$ cat config.mk
export PLATFORM = sky130hd
export DESIGN_NAME = riscv_ctrl_branch_pred
export DESIGN_NICKNAME = d
export VERILOG_FILES = /design/src/rtl/riscv_ctrl_pkg.sv /design/src/rtl/riscv_ctrl_brcmp.sv /design/src/rtl/riscv_ctrl_branch_pred.sv
export SDC_FILE = /design/constraint.sdc
export NUM_CORES = 1
export LEC_CHECK = 0
export BUFFER_PORTS_ARGS = -buffer_cell sky130_fd_sc_hd__buf_2
export CORE_MARGIN = 1.5
export CORE_UTILIZATION = 60
export DETAILED_ROUTE_END_ITERATION = 10
export PLACE_DENSITY_LB_ADDON = 0.1
export RECOVER_POWER = 25
export SYNTH_ARGS = -nofsm -noshare
export SYNTH_HDL_FRONTEND = slang
export SYNTH_SLANG_ARGS = --single-unit
$ cat constraint.sdc
create_clock -name iclk -period 11.9 [get_ports iclk]
set_input_delay 2.975 -clock iclk [delete_from_list [all_inputs] [get_ports iclk]]
set_output_delay 2.975 -clock iclk [all_outputs]
set_load 0.02 [all_outputs]
$ cat src/rtl/riscv_ctrl_pkg.sv
// Shared control-path constants: opcodes, branch funct3 encodings and BHT
// counter helpers used by the branch resolution/prediction unit.
package riscv_ctrl_pkg;

    localparam logic [6:0] OP_BRANCH = 7'b1100011;
    localparam logic [6:0] OP_JAL    = 7'b1101111;
    localparam logic [6:0] OP_JALR   = 7'b1100111;

    localparam logic [2:0] F3_BEQ  = 3'b000;
    localparam logic [2:0] F3_BNE  = 3'b001;
    localparam logic [2:0] F3_BLT  = 3'b100;
    localparam logic [2:0] F3_BGE  = 3'b101;
    localparam logic [2:0] F3_BLTU = 3'b110;
    localparam logic [2:0] F3_BGEU = 3'b111;

    // Weakly not-taken.
    localparam logic [1:0] BHT_INIT = 2'b01;

    typedef struct packed {
        logic valid;
        logic taken;
        logic mispredict;
        logic illegal;
    } resolve_t;

    function automatic logic [1:0] bht_next(input logic [1:0] ctr, input logic taken);
        if (taken) return (ctr == 2'b11) ? ctr : ctr + 2'b01;
        else       return (ctr == 2'b00) ? ctr : ctr - 2'b01;
    endfunction

endpackage

$ cat src/rtl/riscv_ctrl_brcmp.sv
// Combinational branch comparator: decides taken/illegal for an execute-stage op
// straight from the operands.
module riscv_ctrl_brcmp
    import riscv_ctrl_pkg::*;
#(
    parameter int XLEN = 32
) (
    input  logic [6:0]      op,
    input  logic [2:0]      funct3,
    input  logic [XLEN-1:0] rs1,
    input  logic [XLEN-1:0] rs2,
    output logic            taken,
    output logic            illegal
);

    always_comb begin
        taken   = 1'b0;
        illegal = 1'b0;
        case (op)
            OP_BRANCH: begin
                case (funct3)
                    F3_BEQ:  taken = (rs1 == rs2);
                    F3_BNE:  taken = (rs1 != rs2);
                    F3_BLT:  taken = ($signed(rs1) <  $signed(rs2));
                    F3_BGE:  taken = ($signed(rs1) >= $signed(rs2));
                    F3_BLTU: taken = (rs1 <  rs2);
                    F3_BGEU: taken = (rs1 >= rs2);
                    default: illegal = 1'b1;
                endcase
            end
            OP_JAL, OP_JALR: taken = 1'b1;
            default: ;
        endcase
    end

endmodule

$ cat src/rtl/riscv_ctrl_branch_pred.sv
// Branch prediction (2-bit BHT lookup at fetch) and resolution (compare,
// mispredict flag, BHT training, saturating statistics) at execute.
module riscv_ctrl_branch_pred
    import riscv_ctrl_pkg::*;
#(
    parameter int XLEN      = 32,
    parameter int BHT_DEPTH = 64,
    parameter int CNT_W     = 16
) (
    input  logic             iclk,
    input  logic             irst,
    input  logic             ifetch_valid,
    input  logic [XLEN-1:0]  ifetch_pc,
    output logic             opred_valid,
    output logic             opred_taken,
    input  logic             iex_valid,
    input  logic [6:0]       iex_op,
    input  logic [2:0]       iex_funct3,
    input  logic [XLEN-1:0]  iex_pc,
    input  logic [XLEN-1:0]  iex_rs1,
    input  logic [XLEN-1:0]  iex_rs2,
    input  logic             iex_pred_taken,
    output logic             oresolve_valid,
    output logic             opc_src,
    output logic             omispredict,
    output logic             oillegal,
    input  logic             iclr_stats,
    output logic [CNT_W-1:0] obr_count,
    output logic [CNT_W-1:0] omiss_count
);

    localparam int IDX_W = $clog2(BHT_DEPTH);

    logic [1:0]       bht [BHT_DEPTH];
    logic [IDX_W-1:0] fetch_idx, upd_idx;
    logic             taken, illegal, cond_br, miss;
    resolve_t         res_q;

    riscv_ctrl_brcmp #(.XLEN(XLEN)) u_brcmp (
        .op      (iex_op),
        .funct3  (iex_funct3),
        .rs1     (iex_rs1),
        .rs2     (iex_rs2),
        .taken   (taken),
        .illegal (illegal)
    );

    assign fetch_idx = ifetch_pc[IDX_W+1:2];
    assign upd_idx   = iex_pc[IDX_W+1:2];
    assign cond_br   = iex_valid && (iex_op == OP_BRANCH) && !illegal;
    assign miss      = iex_valid && (taken ^ iex_pred_taken);

    logic unused_pc_bits;
    assign unused_pc_bits = ^{ifetch_pc[XLEN-1:IDX_W+2], ifetch_pc[1:0],
                              iex_pc[XLEN-1:IDX_W+2], iex_pc[1:0]};

    // Flop array rather than RAM: every entry must return to weakly not-taken on reset.
    always_ff @(posedge iclk or posedge irst) begin
        if (irst) begin
            for (int i = 0; i < BHT_DEPTH; i++) bht[i] <= BHT_INIT;
        end else if (cond_br) begin
            bht[upd_idx] <= bht_next(bht[upd_idx], taken);
        end
    end

    // Lookup reads the pre-edge array, so a same-cycle update is not forwarded.
    always_ff @(posedge iclk or posedge irst) begin
        if (irst) begin
            opred_valid <= 1'b0;
            opred_taken <= 1'b0;
            res_q       <= '0;
        end else begin
            opred_valid <= ifetch_valid;
            opred_taken <= ifetch_valid & bht[fetch_idx][1];
            res_q       <= '{valid:      iex_valid,
                             taken:      iex_valid & taken,
                             mispredict: miss,
                             illegal:    iex_valid & illegal};
        end
    end

    assign oresolve_valid = res_q.valid;
    assign opc_src        = res_q.taken;
    assign omispredict    = res_q.mispredict;
    assign oillegal       = res_q.illegal;

    always_ff @(posedge iclk or posedge irst) begin
        if (irst) begin
            obr_count   <= '0;
            omiss_count <= '0;
        end else if (iclr_stats) begin
            obr_count   <= '0;
            omiss_count <= '0;
        end else begin
            if (cond_br && !(&obr_count))  obr_count   <= obr_count + CNT_W'(1);
            if (miss && !(&omiss_count))   omiss_count <= omiss_count + CNT_W'(1);
        end
    end

endmodule
==> run metrics <==
Worst setup SP type primary input; first-pass GRT wire length 37400 um; relative slew slack -189%; global route overflow 0; EDFF count, synth 0; vias per inst just over 6; Net Count, Synth approximately 1100; synthesized instance count ~970; CTS root buf clkbuf_16; cell area after layout between 10000 and 15000 um2; final net count approximately 1300; DP HPWL between 10000 and 15000 um; antenna-violating nets left 0; Req. time, crit path approximately 12000 ps; CTS max path bufs 2; Final Critical Period roughly 6100 ps; drt total wl ~22000 um; post-synthesis sequential element count about 170; core area ~15000 um2; critical path arrival between 6000 and 7000 ps; Avg Cell Area, Syn approximately 9.3 um2; Seq/Total Area, Yosys a little under half; crit path cell chain buf_2, ha_1, nand4_1, nor4_4, a221oi_1, o31ai_1, a21oi_1, mux2i_1, o21ai_4, nor2_1, o21a_1, buf_4, o21ai_0; # clock sinks between 150 and 200; largest net degree at the start of global routing slightly above 100; Die Y ~130 um; CTS tree done; Post-synth ARST share 100%; largest cells by area after synthesis dfrtp_1 (28%), dfstp_2 (19%), nand2_1 (9.2%), o21ai_0 (7.5%), mux4_2 (5.2%); Final Skew about 8 ps; Ports 182; Hold Fails Final Rpt 0; Slew Limit Fails ~100; LEAKAGE between 4 and 5 nW; Hold Path Class reg2reg; DRT iter0 DRCs 650; ys flop type dfrtp_1; distinct cell type count after synthesis 60; Synth Cell Area roughly 9100 um2; post-route clock period utilization between 50 and 60%; WL/cell 17.6 um; Via Count slightly below 8000; Worst IR Drop VDD around 110 uV; drt first pass iters 8; CP endpoint kind register; area delta synth->final 15.8%; H-Tree Depth 4; Chip Width ~130 um; area fraction of the dominant cell type after synthesis between 20% and 30%; IO buf count ~130; failing checks design-rule violations, max-capacitance violations, max-slew violations; clock latency on the worst-skew pair around 430 ps; die footprint about 16000 um2; max incr delay on CP roughly 710 ps; Final GP Congestion approximately 0.8; Buf/Inv on CP 2; Synth warnings 0; share of cells above drive strength 1 between 20% and 30%; Slew @ Worst Pin 4310 ps; cell taking the most area after synthesis dfrtp_1; CTS Hold Bufs 0; vias in the first global route about 7500; DRC errors left 7; Starting Density ~62%; slowest CP cell o21a_1; final setup fails 0; crit path max fanout 38; Antenna Diode Count 0; post_cts resized 0; Placed Area 9840 um2; Fin Hold WS around 480 ps; Fmax 163 MHz; CTS Buf Count 17; power per standard cell area ~120 nW/um2; cell family with most CP delay compound AO/OA/AOI/OAI gates; Post-CTS Setup Repair Bufs 0; initial antenna violation count 0; GRT Total Usage between 20% and 30%; setup TNS 0 ps; kind of critical path in2reg; Reg clk slew, reported paths around 70 ps; MaxCap Viol Count 1; site row count between 40 and 50; status finished, violations left; RSZ-0062 raised after global routing no
## registers in the layout, indices dropped and copies added (netlist names)
signal	count
oresolve_valid	1
omispredict	1
omiss_count	16
opred_valid	1
opc_src	1
opred_taken	1
bht	128
oillegal	1
obr_count	16
## layout make-up
cell class                      count  area [um2]
Multi-Input combinational cell    713        4490
Sequential cell                   166        4230
Fill cell                        1107        4170
Timing Repair Buffer              141         734
Clock buffer                       19         443
Tap cell                          184         230
Clock inverter                     13         203
Inverter                           38         144
## cells in the mapped netlist, types with 21 or more instances
master,number
o21ai_0,136
clkbuf_1,43
nor2_1,38
inv_1,38
ha_1,34
a22oi_1,42
a21oi_1,31
dfrtp_1,102
dfstp_2,64
nand2_1,221
mux4_2,21
nand3_1,27
## power breakdown
group / switching, W / internal, W
combinational: 0.0000632 / 0.0000324
clock: 0.000226 / 0.000377
sequential: 0.000000694 / 0.000567
total: 0.000290 / 0.000976
## worst register-to-register path, stage by stage, from the launching register on
cell and delay, ps:
dfstp_2 370, a22o_1 210, a221oi_1 300, nand4_1 180, o2111ai_1 230, o2111ai_1 220, nor2_1 130, o21a_1 710
buf_4 510, o21ai_0 220
## through the flow
step	power, W	setup WS (ps)	utilization (%)	cells
floorplan	0.000636	4540	-	969
global placement	0.000671	5450	67.2	1242
detailed placement	0.000672	5410	67.2	1242
CTS	0.00127	5830	71.6	1274
global route	0.00131	5090	71.6	1274
finish	0.00127	5750	71.6	1274
## layer usage
metal	wire (um)	GRT usage, %	up-vias
met3	1560	6.37	35
met5	0	0	-
li1	-	-	3718
met2	10900	49.1	293
met1	9600	39.9	3696
met4	340	7.78	0
## cell usage in the layout (no fill, tap or decap), drive strengths merged, types with 4 or more instances in the layout
cell type | Yosys | layout
inv | 38 | 38
or4 | 9 | 9
ha | 34 | 34
a21oi | 31 | 31
buf | 9 | 140
nor3b | 6 | 6
nor4 | 9 | 9
nor2 | 38 | 38
a221oi | 13 | 13
nand4 | 20 | 20
xor2 | 11 | 11
clkbuf | 43 | 20
a22oi | 42 | 42
a31oi | 7 | 7
o31ai | 10 | 10
dfrtp | 102 | 102
dfstp | 64 | 64
mux2 | 4 | 4
clkinv | 0 | 5
mux4 | 21 | 21
bufinv | 0 | 5
o21ai | 138 | 138
nor2b | 5 | 5
and2 | 5 | 5
nand3 | 28 | 28
or3 | 5 | 5
a22o | 11 | 11
and3 | 6 | 6
nand2 | 221 | 221
## cells by family (layout without fill, tap and decap cells)
group | Yosys count | in the layout | share of synthesized area, %
AO/OA/AOI/OAI | 271 | 271 | 18.4
XOR/XNOR | 14 | 14 | 1.44
multiplexers | 28 | 28 | 6.05
adder cells (fa/ha/maj) | 34 | 34 | 4.70
flip-flops | 166 | 166 | 46.8
AND/OR/NAND/NOR | 366 | 366 | 18.8
buffers and inverters | 90 | 211 | 3.87
## path summary, 6_finish.rpt
kind	from	endpoint	slack (ps)	cells past startpoint
setup / recovery	iex_rs1[11]	bht[13]	5750	13
hold / removal	bht[16]	bht[16]	480	2
setup reg to reg	bht[0]	bht[13]	8670	9
hold reg to reg	bht[16]	bht[16]	480	2
max in group asynchronous	irst	obr_count[5]	5870	3
min in group asynchronous	irst	bht[119]	3830	2
Note: power is estimated with default switching activity, not from simulation.
